**src/rtl/mac_result_collector_if.sv**
```systemverilog
// Output sample stream of the MAC result collector.
// Valid/ready handshake carrying a scaled sample and its frame-last flag.
interface mac_result_collector_if #(
  parameter int OUT_W = 16
);
  logic             valid;
  logic             ready;
  logic [OUT_W-1:0] data;
  logic             last;

  modport master (
    output valid,
    output data,
    output last,
    input  ready
  );

  modport slave (
    input  valid,
    input  data,
    input  last,
    output ready
  );
endinterface

```
**src/rtl/mac_result_collector.sv**
```systemverilog
// Captures MAC results, rescales with saturation and buffers them in a FIFO.
// Optional RESULT_ROUND_EN: round half up before the shift instead of floor.
module mac_result_collector #(
  parameter int ACC_W      = 32,
  parameter int OUT_W      = 16,
  parameter int FRAC_SHIFT = 8,
  parameter int DEPTH      = 8
) (
  input  logic                     clk_i,
  input  logic                     rst_i,
  input  logic                     load_result_i,
  input  logic [ACC_W-1:0]         result_i,
  input  logic                     last_i,
  input  logic                     clr_stats_i,
  mac_result_collector_if.master   m,
  output logic                     frame_done_o,
  output logic [$clog2(DEPTH):0]   count_o,
  output logic                     full_o,
  output logic                     empty_o,
  output logic                     overflow_o,
  output logic [7:0]               drop_count_o,
  output logic [7:0]               sat_count_o
);
  localparam int AW = $clog2(DEPTH);
  localparam int CW = AW + 1;
  localparam logic signed [ACC_W:0] MAXV =
    $signed({{(ACC_W-OUT_W+2){1'b0}}, {(OUT_W-1){1'b1}}});
  localparam logic signed [ACC_W:0] MINV =
    $signed({{(ACC_W-OUT_W+2){1'b1}}, {(OUT_W-1){1'b0}}});
`ifdef RESULT_ROUND_EN
  localparam logic signed [ACC_W:0] HALF =
    (ACC_W+1)'(1) <<< (FRAC_SHIFT-1);
`endif
  localparam logic [CW-1:0] FULL_CNT = CW'(DEPTH);

  logic signed [ACC_W:0] ext;
  logic signed [ACC_W:0] shf;
  logic                  clip_hi;
  logic                  clip_lo;
  logic [OUT_W-1:0]      scaled;

  logic                  stage_vld;
  logic [OUT_W-1:0]      stage_data;
  logic                  stage_last;

  logic [OUT_W:0]        mem [DEPTH];
  logic [AW-1:0]         wr_ptr;
  logic [AW-1:0]         rd_ptr;
  logic [CW-1:0]         count;
  logic                  pop;
  logic                  push;
  logic                  drop;
  logic [OUT_W:0]        head;

  // One extra bit of headroom keeps the rounding add from wrapping.
  always_comb begin
    ext = $signed({result_i[ACC_W-1], result_i});
`ifdef RESULT_ROUND_EN
    ext = ext + HALF;
`endif
    shf     = ext >>> FRAC_SHIFT;
    clip_hi = shf > MAXV;
    clip_lo = shf < MINV;
    scaled  = shf[OUT_W-1:0];
    if (clip_hi) scaled = MAXV[OUT_W-1:0];
    if (clip_lo) scaled = MINV[OUT_W-1:0];
  end

  assign empty_o = count == '0;
  assign full_o  = count == FULL_CNT;
  assign count_o = count;

  assign pop  = !empty_o && m.ready && !rst_i;
  assign push = stage_vld && (!full_o || pop);
  assign drop = stage_vld && !push;

  // Head is masked while empty so reset leaves the bus at zero.
  assign head         = empty_o ? '0 : mem[rd_ptr];
  assign m.valid      = !empty_o;
  assign m.data       = head[OUT_W-1:0];
  assign m.last       = head[OUT_W];
  assign frame_done_o = pop && head[OUT_W];

  always_ff @(posedge clk_i) begin
    if (push) mem[wr_ptr] <= {stage_last, stage_data};
  end

  always_ff @(posedge clk_i) begin
    if (rst_i) begin
      stage_vld    <= 1'b0;
      stage_data   <= '0;
      stage_last   <= 1'b0;
      wr_ptr       <= '0;
      rd_ptr       <= '0;
      count        <= '0;
      overflow_o   <= 1'b0;
      drop_count_o <= '0;
      sat_count_o  <= '0;
    end else begin
      stage_vld <= load_result_i;
      if (load_result_i) begin
        stage_data <= scaled;
        stage_last <= last_i;
      end
      if (push) wr_ptr <= wr_ptr + 1'b1;
      if (pop)  rd_ptr <= rd_ptr + 1'b1;
      if (push && !pop)      count <= count + 1'b1;
      else if (pop && !push) count <= count - 1'b1;
      if (clr_stats_i) begin
        overflow_o   <= 1'b0;
        drop_count_o <= '0;
        sat_count_o  <= '0;
      end else begin
        if (drop) begin
          overflow_o <= 1'b1;
          if (drop_count_o != 8'hFF) drop_count_o <= drop_count_o + 1'b1;
        end
        if (load_result_i && (clip_hi || clip_lo) && sat_count_o != 8'hFF)
          sat_count_o <= sat_count_o + 1'b1;
      end
    end
  end
endmodule

```
**src/flat_wrapper.sv**
```systemverilog
// flat-port wrapper written by rule: the top's interface ports become plain ports
module mac_result_collector_flat 
#(
  parameter int ACC_W      = 32,
  parameter int OUT_W      = 16,
  parameter int FRAC_SHIFT = 8,
  parameter int DEPTH      = 8
)
  (clk_i, rst_i, load_result_i, result_i, last_i, clr_stats_i, frame_done_o, count_o, full_o, empty_o, overflow_o, drop_count_o, sat_count_o, m_valid, m_data, m_last, m_ready);
  mac_result_collector_if #(.OUT_W(OUT_W)) m_i ();
  input  logic clk_i;
  input  logic rst_i;
  input  logic load_result_i;
  input  logic [ACC_W-1:0] result_i;
  input  logic last_i;
  input  logic clr_stats_i;
  output logic frame_done_o;
  output logic [$clog2(DEPTH):0] count_o;
  output logic full_o;
  output logic empty_o;
  output logic overflow_o;
  output logic [7:0] drop_count_o;
  output logic [7:0] sat_count_o;
  output wire logic [$bits(m_i.valid)-1:0] m_valid;
  output wire logic [$bits(m_i.data)-1:0] m_data;
  output wire logic [$bits(m_i.last)-1:0] m_last;
  input wire logic [$bits(m_i.ready)-1:0] m_ready;
  assign m_valid = m_i.valid;
  assign m_data = m_i.data;
  assign m_last = m_i.last;
  assign m_i.ready = m_ready;
  mac_result_collector #(.ACC_W(ACC_W), .OUT_W(OUT_W), .FRAC_SHIFT(FRAC_SHIFT), .DEPTH(DEPTH)) u_core (.clk_i(clk_i), .rst_i(rst_i), .load_result_i(load_result_i), .result_i(result_i), .last_i(last_i), .clr_stats_i(clr_stats_i), .m(m_i), .frame_done_o(frame_done_o), .count_o(count_o), .full_o(full_o), .empty_o(empty_o), .overflow_o(overflow_o), .drop_count_o(drop_count_o), .sat_count_o(sat_count_o));
endmodule
```
**config.mk**
```make
export PLATFORM = sky130hd
export DESIGN_NAME = mac_result_collector_flat
export DESIGN_NICKNAME = d
export VERILOG_FILES = /design/src/rtl/mac_result_collector_if.sv /design/src/rtl/mac_result_collector.sv /design/src/flat_wrapper.sv
export SDC_FILE = /design/constraint.sdc
export NUM_CORES = 1
export LEC_CHECK = 0
export ABC_AREA = 1
export BUFFER_PORTS_ARGS = -buffer_cell sky130_fd_sc_hd__buf_4
export CAP_MARGIN = 20
export CORE_AREA = 8 8 130 132
export CTS_CLUSTER_SIZE = 10
export DETAILED_ROUTE_END_ITERATION = 10
export DIE_AREA = 0 0 138 140
export GPL_TIMING_DRIVEN = 0
export PLACE_DENSITY = 0.75
export SLEW_MARGIN = 20
export SYNTH_ARGS = -nofsm -noshare
export SYNTH_HDL_FRONTEND = slang
export SYNTH_SLANG_ARGS = --single-unit
```
**constraint.sdc**
```tcl
create_clock -name clk_i -period 1.96 [get_ports clk_i]
set_clock_uncertainty 0.15 [all_clocks]
set_input_delay 0.098 -clock clk_i [delete_from_list [all_inputs] [get_ports clk_i]]
set_output_delay 0.098 -clock clk_i [all_outputs]
set_load 0.03 [all_outputs]
```
==> impl_results.md <==
* Inserted Diodes at 0
* Status: complete, but fails checks
* Setup WS post-layout at -192 ps
* Synthesized flop and latch total at 184
* Initial antenna violation count at 0
* Most used cell, CP: buf_12
* GP Congestion at 0.836
* Post-synthesis xor/xnor area fraction at 0.0102
* Post-Syn Area at 7720 um^2
* HP Class: in -> reg
* Crit Path Category: reg -> out
* Synth Area in Compound Gates at 0.108
* Row cnt at 45
* Static Leak at 0.00392 uW
* Area of the multi-input gates at 2630 um^2
* Detailed placement HPWL at 11700 um
* Clock root cell: clkbuf_16
* Power per cell area at 1000 nW/um^2
* Area delta synth->final at 34.0%
* Largest delay share family, worst path: buffers and inverters
* Post-Syn Area per Cell at 10.4 um^2
* Core ar. at 14900 um^2
* GRT Overall Usage at 0.202
* Worst-path cell chain: buf_12 -> buf_12 -> buf_12 -> o21ai_1 -> o22ai_1 -> nor2_1 -> nor2_1 -> buf_4
* Yosys warning count at 0
* Max Cap Viol at 0
* Worst-Margin Slew at 575 ps
* Worst path required time at 1710 ps
* Detail Route Antenna Nets at 0
* Reg2reg start: u_core.count_o[0]
* Worst VDD drop at 680 uV
* Post-route DRC at 0
* Global-route wire length before repair at 30900 um
* Gr ovfl total at 0
* TritonCTS clock tree: yes
* Worst path max stage delay at 350 ps
* Chip width at 138 um
* Chip Height at 140 um
* Routed vias at 6096
* Final Hold Fails at 0
* Unrepaired setup endpoints after global routing: true
* Die Area at 19300 um^2
* Post-Synthesis Cells at 740
* CTS sink cnt at 184
* Routed WL at 20400 um
* Max-slew headroom at 0.616
* Main combinational cell family by area after synthesis: simple AND/OR/NAND/NOR gates
* Most frequent cells in the layout: edfxtp_1 (136), nor2_1 (106), nand2_1 (101)
* Max Root-Sink Buffers at 2
* Adder-cell share of the synthesized area at 0.0139
* Critical-path top delay cell: dfxtp_2
* WL/cell at 18.7 um
* # port buffers at 71
* Pin count of the biggest net entering global routing at 19
* Simple-Gate Fraction of Synth Area at 0.146
* CP max FO at 8
* Tcrit/Tclk final at 1.10
* Mux share of post-synthesis cell area at 0.0207
* Total CTS buffers at 17
* Crit path DAT at 1900 ps
* Fraction of layout cells with a size suffix above 1 at 0.273
* Netlist cell types at 35
* Clock Latency Late Sink at 440 ps
* Util after Layout at 0.696
* Min Clock Period, post-route at 2150 ps
* CP startpoint kind: register
* Hold_ws at 61.5 ps
* Seq/Total Area, Yosys at 0.653
* Vias in the first global route at 5985
* Clock transition at path regs at 70 ps
* Ports at 80
* Critical path capture point type: output port
* Synthesized Nets at 786
* Final setup vio count at 20
* Buf/Inv on CP at 4
* Failing checks: negative setup slack
* Commonest non-fill, non-tap cell in the layout: edfxtp_1
* DR vias/cell at 5.58
* Filler Cell Count at 1005
* Starting DRT DRC Count at 488
* Register area at 5060 um^2
* Hold Path Origin: rst_i
* Nets@finish at 938
* Detailed Routing Iterations Pass 1 at 5
* Slew Limit Fails at 0
* Max Freq at 465 MHz
* H-tree levels at 4
* Starting Density at 0.520
-- state kept, by name, indices dropped and copies added, names as in the netlist, named ones only --
| register | flops |
|---|---|
| u_core.stage_last | 1 |
| u_core.overflow_o | 1 |
| u_core.stage_data | 16 |
| u_core.stage_vld | 1 |
| u_core.wr_ptr | 3 |
| u_core.mem | 136 |
| u_core.rd_ptr | 3 |
| u_core.sat_count_o | 8 |
| u_core.count_o | 4 |
| u_core.drop_count_o | 8 |
-- synthesized netlist by cell type --
cell type  number  share of area
buf_4           3         0.0029
o21ai_1         8         0.0052
a21oi_1        37          0.024
nor2_1        135          0.066
buf_1           2        0.00097
clkbuf_1       12         0.0058
inv_1          53          0.026
o21ai_4         1         0.0021
nand4_1         3         0.0024
o22ai_1        16          0.013
nand4_2         1         0.0016
buf_2          14         0.0091
nand3b_1        2         0.0019
nand2_4         1         0.0015
o211ai_1        2         0.0019
fa_1            1         0.0026
inv_2           3         0.0015
ha_1            7          0.011
o21a_1          1        0.00097
dfxtp_1        48           0.12
nor2_4          1         0.0015
edfxtp_1      136           0.53
nor3_1          1        0.00065
nand2_1       104          0.051
xor2_1          3         0.0034
buf_6           1         0.0015
mux2i_1        16          0.021
nand3_2         1         0.0013
o21ai_0        91          0.059
nand3_1        23          0.015
nand2_2         3         0.0024
nor3b_1         1        0.00097
a21oi_2         2         0.0023
nor4_1          1        0.00081
xnor2_1         6         0.0068
-- logic make-up after synthesis --
| kind of cell | after synthesis |
|---|---|
| flops | 184 |
| xor+xnor | 9 |
| simple gates | 277 |
| mux | 16 |
| buf+inv | 88 |
| compound gates | 158 |
| fa+ha+maj | 8 |
-- per-layer routing --
layer	vias to the layer above	GRT usage	part of all wire
met5	-	0	0
met4	0	0.0830	0.017
met3	26	0.0490	0.080
met2	302	0.348	0.51
met1	2919	0.238	0.39
li1	2849	-	-
-- where the power goes --
group / internal [uW] / switching, uW / total, uW
Sequential: 4290 / 109 / 4400
Clock: 1810 / 1560 / 3370
Combinational: 1090 / 1500 / 2600
Total: 7190 / 3180 / 10400
-- metrics by stage --
stage / instance area (um^2) / setup slack, ps / TNS [ps] / cells / total power [uW]
final: 10400 / -192 / -2860 / 1093 / 10400
after global routing: 10400 / -292 / -4530 / 1093 / 10700
after CTS: 10100 / -196 / -3000 / 1086 / 10200
after detailed placement: 8590 / -482 / -49660 / 999 / 6410
after global placement: 8590 / -502 / -49790 / 999 / 6370
after floorplan: 7820 / 13.1 / 0 / 740 / 5720
-- worst min-delay path, cell delays in order --
cell	delay (ps)
buf_4	120
inv_2	70
nand3_4	100
ha_4	160
a21oi_1	60
-- final cells by class --
class	count	share of cell area
Buffer	32	0.0334
Sequential cell	184	0.489
Inverter	56	0.0221
Clock buffer	17	0.0411
Tap cell	188	0.0227
Multi-Input combinational cell	468	0.254
Clock inverter	15	0.0150
Timing Repair Buffer	133	0.123
-- worst paths after layout --
check / end / slack (ps) / depth (start not counted)
worst max-delay path: m_data[2] / -190 / 8
worst min-delay path: u_core.count_o[0] / 60 / 5
worst max register to register: u_core.count_o[3] / -70 / 14
worst min register to register: u_core.overflow_o / 340 / 1
-- what timing repair did --
item,CTS,global route
setup buffers,20,11
resized for setup,116,79
pin swaps,27,48
hold buffers,30,0
cloned,5,0
endpoints found under the hold margin,33,0
endpoints found under the setup margin,158,39
Note: power is estimated with default switching activity, not from simulation.
